**src/rtl/piso_pkg.sv**
```systemverilog
// Shared constants, parity encodings, state type and frame-length helper for piso_reg.
package piso_pkg;

  localparam int FRAME_W = 11;

  localparam logic [1:0] PAR_NONE = 2'b00;
  localparam logic [1:0] PAR_ODD  = 2'b01;
  localparam logic [1:0] PAR_EVEN = 2'b10;

  typedef enum logic {
    IDLE,
    SHIFT
  } state_t;

  // Start + data + optional parity + stop bits; always 9..12.
  function automatic logic [3:0] frame_len(input logic [1:0] parity_type,
                                           input logic       data_length,
                                           input logic       stop_bits);
    logic [3:0] len;
    len = data_length ? 4'd9 : 4'd8;
    if (parity_type == PAR_ODD || parity_type == PAR_EVEN) len = len + 4'd1;
    len = len + (stop_bits ? 4'd2 : 4'd1);
    return len;
  endfunction

endpackage

```
**src/rtl/piso_parity_gen.sv**
```systemverilog
// Combinational parity over the 7 or 8 data bits of a frame, selected by parity_type.
module piso_parity_gen
  import piso_pkg::*;
(
  input  logic [7:0] data,
  input  logic       data_length,
  input  logic [1:0] parity_type,
  output logic       parity
);

  logic raw;

  always_comb begin
    raw = data_length ? ^data : ^data[6:0];
    case (parity_type)
      PAR_ODD:  parity = ~raw;
      PAR_EVEN: parity = raw;
      default:  parity = 1'b0;
    endcase
  end

endmodule

```
**src/rtl/piso_reg.sv**
```systemverilog
// UART-Tx parallel-in/serial-out shift register, LSB first, one bit per BaudOut edge.
// Macro PISO_PARITY_OUT_EN enables the registered p_parity_out; otherwise it is tied low.
//
// state | meaning
// IDLE  | line idles at 1, waiting for send
// SHIFT | driving latched frame bit[cnt] each edge until cnt reaches the frame length
module piso_reg
  import piso_pkg::*;
(
  input  logic               BaudOut,
  input  logic               rst,
  input  logic               send,
  input  logic [FRAME_W-1:0] FrameOut,
  input  logic [1:0]         parity_type,
  input  logic               data_length,
  input  logic               stop_bits,
  output logic               data_out,
  output logic               p_parity_out,
  output logic               tx_active,
  output logic               tx_done
);

  state_t             state;
  logic [FRAME_W-1:0] frame_q;
  logic [3:0]         len_q;
  logic [3:0]         cnt;
  logic [15:0]        frame_ext;
  logic               load;

  // Positions past the captured frame (second stop bit of 8-data+parity) read as 1.
  assign frame_ext = {{(16 - FRAME_W){1'b1}}, frame_q};

  // A new frame starts from IDLE or on the edge right after the last bit.
  assign load = send && ((state == IDLE) || (cnt == len_q));

  always_ff @(posedge BaudOut or negedge rst) begin
    if (!rst) begin
      state     <= IDLE;
      frame_q   <= '1;
      len_q     <= 4'd0;
      cnt       <= 4'd0;
      data_out  <= 1'b1;
      tx_active <= 1'b0;
      tx_done   <= 1'b0;
    end else if (load) begin
      state     <= SHIFT;
      frame_q   <= FrameOut;
      len_q     <= frame_len(parity_type, data_length, stop_bits);
      cnt       <= 4'd1;
      data_out  <= FrameOut[0];
      tx_active <= 1'b1;
      tx_done   <= 1'b0;
    end else if (state == SHIFT) begin
      if (cnt == len_q) begin
        state     <= IDLE;
        cnt       <= 4'd0;
        data_out  <= 1'b1;
        tx_active <= 1'b0;
        tx_done   <= 1'b0;
      end else begin
        cnt      <= cnt + 4'd1;
        data_out <= frame_ext[cnt];
        tx_done  <= (cnt == len_q - 4'd1);
      end
    end
  end

`ifdef PISO_PARITY_OUT_EN
  logic par_next;
  logic par_q;

  piso_parity_gen u_parity (
    .data        (FrameOut[8:1]),
    .data_length (data_length),
    .parity_type (parity_type),
    .parity      (par_next)
  );

  always_ff @(posedge BaudOut or negedge rst) begin
    if (!rst)      par_q <= 1'b0;
    else if (load) par_q <= par_next;
  end

  assign p_parity_out = par_q;
`else
  assign p_parity_out = 1'b0;
`endif

endmodule

```
**config.mk**
```make
export PLATFORM = sky130hd
export DESIGN_NAME = piso_reg
export DESIGN_NICKNAME = d
export VERILOG_FILES = /design/src/rtl/piso_pkg.sv /design/src/rtl/piso_parity_gen.sv /design/src/rtl/piso_reg.sv
export SDC_FILE = /design/constraint.sdc
export NUM_CORES = 1
export LEC_CHECK = 0
export CORE_ASPECT_RATIO = 0.8
export CORE_UTILIZATION = 25
export DETAILED_ROUTE_END_ITERATION = 7
export PLACE_DENSITY_LB_ADDON = 0.08
export RECOVER_POWER = 100
export SYNTH_ARGS = -nofsm -noshare
export SYNTH_HDL_FRONTEND = slang
export SYNTH_SLANG_ARGS = --single-unit
```
**constraint.sdc**
```tcl
create_clock -name BaudOut -period 3.2 [get_ports BaudOut]
set_input_delay 0.96 -clock BaudOut [delete_from_list [all_inputs] [get_ports BaudOut]]
set_output_delay 0.96 -clock BaudOut [all_outputs]
set_load 0.005 [all_outputs]
```
Word-level counts from Yosys, hierarchy flattened
Cells that the tools add are included.

word-level totals
  bits in writable memories = 0
  register bits = 23
  memories kept = 0
  bits in read-only memories = 0
  logic and storage cells = 44
  input port bits = 18
  output and inout bits = 4
  latch bits = 0

cells by class
  reduce and logical (&&, ||, !) cells = 6
  div/mod/pow operators = 0
  eq/ne operators = 4
  shift-type cells = 0
  magnitude comparators = 1
  multiplexer cells = 21
  multiply operators = 0
  add/subtract/negate cells = 4
  bitwise gates (word level) = 1

operator list
  operator                                                               number
  4-bit 2-to-1 mux                                                       5
  1-bit 2-to-1 mux                                                       14
  4-bit by 1-bit adder with 4-bit output, second input constant          2
  4-bit equality test                                                    2
  4-bit by 5-bit < comparator with 1-bit output, second input constant   1
  4-bit by 2-bit adder with 4-bit output                                 1
  1-bit binary-select mux with 4-bit select                              1
  2-bit nonzero test                                                     2
  4-bit by 1-bit subtractor with 4-bit output, second input constant     1
  2-bit by 1-bit equality test with 1-bit output, second input constant  1
  2-bit equality test, second input constant                             1
  1-bit logical OR                                                       2
  2-bit 2-to-1 mux                                                       1
  2-bit AND reduction                                                    1
  1-bit logical AND                                                      1
  1-bit inverter                                                         1

Depth between registers and ports, before layout
  word-level depth = 5
  gate-level depth with buffers = 6
  depth with buffers taken out = 6

Least setup slack after synthesis
OpenSTA, ideal clock, no wires.

  path kind = in2reg
  from = input parity_type[1]
  to = register len_q[1]
  setup time = 83 ps
  data arrival time = 2122 ps
  path slack = 996 ps
  path buffers = 0
  stages on the path = 6
  path through = xor2_1 -> ha_1 -> ha_1 -> inv_1 -> fa_1 -> o21ai_0

between the ends
  longest elaborated chain between the ends = 5
  elaborated cells between the ends (all ways) = 6
  classes of those cells = add/sub: 1; eq/ne: 2; mux: 2; reduce/logical: 1

RTL lines
  what                                                                                   RTL line        source
  start, declared                                                                        piso_reg.sv:14  input logic [1:0] parity_type,
  2-bit by 1-bit equality test with 1-bit output or 2-bit equality test (tied branches)  piso_pkg.sv:21  if (parity_type == PAR_ODD || parity_type == PAR_EVEN) len = len + 4'd1;
  1-bit logical OR *                                                                     piso_pkg.sv:21
  4-bit 2-to-1 mux *                                                                     piso_pkg.sv:21
  4-bit 2-to-1 mux *                                                                     piso_reg.sv:45  end else if (load) begin
  4-bit by 2-bit adder with 4-bit output *                                               piso_pkg.sv:22  len = len + (stop_bits ? 4'd2 : 4'd1);
  end signal, assigned                                                                   piso_reg.sv:48  len_q <= frame_len(parity_type, data_length, stop_bits);
  end, declared                                                                          piso_reg.sv:25  logic [3:0] len_q;

Every way passes the cells marked *; elsewhere a longest branch is shown, timed or not. The select of a mux whose other input is x is not followed.
A chain may end at the register's enable or synchronous reset.

Worst setup path in the final report
  from = input parity_type[0]
  to = register len_q[1]

Same word-level chain as after synthesis.

==> qor.csv <==
metric;value;unit
outcome;finished, final reports clean;
Placed Cells;187;
Gate Count Post-Synth;111;
top post-synthesis cells by count;12 x dfstp_2, 11 x dfrtp_1, 8 x inv_1, 7 x mux2_2, 7 x nand2_1;
cell taking the most area after synthesis;dfstp_2;
drt total wl;2550;um
fin cells;191;
CTS root buf;clkbuf_8;
Worst-path clk slew;80;ps
Slowest cell on crit path;dlygate4sd3_1;
DR pass1 iterations;4;
commonest register cell after synthesis;dfstp_2;
DRC Markers;0;
max-slew violations;0;
grt total ovfl;0;
routed vias/inst;4.51;
full die area;0.00557;mm^2
Initial Util;0.262;
syn_nets;134;
detailed placer's ending HPWL;1870;um
initial antenna violation count;0;
Max-Slew Margin vs Limit;0.149;
net switching power;532;uW
Mapped Area;0.00132;mm^2
first-pass GRT wire length;4250;um
YS warnings;0;
count leader, synth;dfstp_2;
Avg Cell Area, Syn;11.9;um^2
setup violators final;0;
GP Congestion;0.695;
H-tree levels;1;
DR WL/cell;13.3;um
height of the die;67.0;um
CTS Buf Count;3;
Rows;23;
Max Cap Violations;0;
register area share after synthesis;0.448;
Die W;83.2;um
Setup TNS;0;ps
ANT cells;0;
P_int;927;uW
Leak;0.637;nW
Post-DRT Antenna Nets;0;
Distinct cells, synth;35;
Clock Skew;5.70;ps
clk buf depth;2;
pin count of the biggest net entering global routing;24;
vias in the first global route;848;
final critical-path required period;2540;ps
Area Overhead vs Synth;17.6;%
clock power share;0.124;
measured slew at the worst slew-check pin;1280;ps
worst setup margin;660;ps
critical path data required time;3370;ps
flop-to-flop setup slack;1030;ps
Logic pwr share;0.431;
CTS Hold Bufs;0;
Hold Path Class;reg -> reg;
worst vdd ir;0.221;mV
Seq pwr share;0.445;
number of synthesized flops with an enable pin;0;
Worst path most repeated cell;ha_1;
DRT iter0 DRCs;16;
Final Hold Fails;0;
DR vias;862;
CP max FO;1;
clock tree sinks;23;
Synth top area share;0.239;
flops & latches, synth;23;
CTS tree;built;
Clk Latency, worst-skew pair;260;ps
post-CTS sizing;0;
PD cells;940;mW/mm^2
Setup crit start kind;input pin;
RSZ-0062 raised after global routing;false;
area of the core;0.00504;mm^2
dpl ws;489;ps
boundary pin count;22;
share of layout cells above drive strength 1;0.209;
gr usage total;0.100;
critical setup path kind;in -> reg;
FMAX;394;MHz
post-CTS setup buffer count;0;
Switching Share;0.364;
largest stage delay on the critical path;540;ps
crit path capture type;flip-flop;
crit path DAT;2710;ps
nets;153;
asr flop ratio synth;1.00;
period utilization;0.794;
top post-synthesis cells by area;dfstp_2 24%, dfrtp_1 21%, mux2_4 6.8%, mux2_2 6.0%, mux2i_1 4.6%;
port bufs;20;
CP cell instances;dlygate4sd3_1, xor2_1, ha_1, ha_1, inv_1, fa_1, o21ai_0;
[placed cells by master (no fill, tap or decap), types with 3 or more instances in the layout]
cell type         n
ha_1              4
o21ai_0           6
mux2_1            6
nand2_1           8
clkbuf_8          3
clkdlybuf4s50_1  14
xnor2_2           3
dfrtp_1          11
inv_1             8
dlygate4sd3_1     6
nor2_1            6
dfstp_2          12
mux2_2            7
xnor2_1           5
mux2i_1           6
[cells by family (layout without fill, tap and decap cells)]
| group | count (synthesis) | count (layout) | synth area share |
|---|---|---|---|
| AO/OA/AOI/OAI | 17 | 17 | 0.0911 |
| XOR/XNOR | 9 | 9 | 0.0769 |
| adder cells (fa/ha/maj) | 5 | 5 | 0.0531 |
| buffers and inverters | 15 | 33 | 0.0712 |
| flip-flops | 23 | 23 | 0.448 |
| multiplexers | 19 | 19 | 0.174 |
| other | 1 | 1 | 0.00284 |
| AND/OR/NAND/NOR | 22 | 22 | 0.0835 |
[state kept, by name (all words and copies together) (netlist names)]
name / flops
cnt: 4
frame_q: 11
data_out: 1
tx_active: 1
len_q: 4
tx_done: 1
state: 1
[power by group through the flow]
| stage | Clock (mW) | Combinational [mW] | Sequential [mW] |
|---|---|---|---|
| 2_1_floorplan | 0 | 0.665 | 0.557 |
| 3_3_place_gp | 0 | 0.689 | 0.654 |
| 3_5_place_dp | 0 | 0.699 | 0.657 |
| 4_1_cts | 0.191 | 0.699 | 0.654 |
| 5_1_grt | 0.200 | 0.705 | 0.676 |
| 6_report | 0.181 | 0.628 | 0.649 |
[path summary, 6_finish.rpt]
kind                                          start                    to  depth (start not counted)
worst max register to register   cnt[2]$_DFFE_PN0P_  len_q[0]$_DFFE_PN0P_                          4
worst min-delay path            tx_done$_DFFE_PN0P_   tx_done$_DFFE_PN0P_                          2
min in group asynchronous                       rst  len_q[0]$_DFFE_PN0P_                          2
max in group asynchronous                       rst    cnt[0]$_DFFE_PN0P_                          2
worst min register to register  tx_done$_DFFE_PN0P_   tx_done$_DFFE_PN0P_                          2
worst max-delay path                 parity_type[0]  len_q[1]$_DFFE_PN0P_                          7
[per-stage QoR]
stage,hold slack (ps),utilization,area (um^2),power (mW)
after global routing,546,0.308,1550,1.58
after floorplan,473,-,1320,1.22
after CTS,505,0.315,1590,1.54
final,485,0.308,1550,1.46
after global placement,469,0.306,1540,1.34
after detailed placement,485,0.306,1540,1.36
[area by class of cell]
class                      instances  area (um^2)
sequential                        23          591
timing repair buffer              21          204
tap                               62         77.6
inverter                           8         30.0
multi-input combinational         73          604
clock buffer                       4         45.0
fill                             525         3480
[routing by layer]
metal | vias up | share of wire | GRT usage
met3 | 2 | 0.038 | 0.0335
met2 | 16 | 0.45 | 0.158
met1 | 419 | 0.50 | 0.130
met5 | - | 0 | 0
li1 | 425 | - | -
met4 | 0 | 0.0090 | 0.0323
[critical path: cells and delay by family]
kind            cells  cell delay [ps]
xor+xnor            1              140
compound gates      1              150
fa+ha+maj           3              850
buf+inv             2              600
Power figures use the tool's default switching activity.
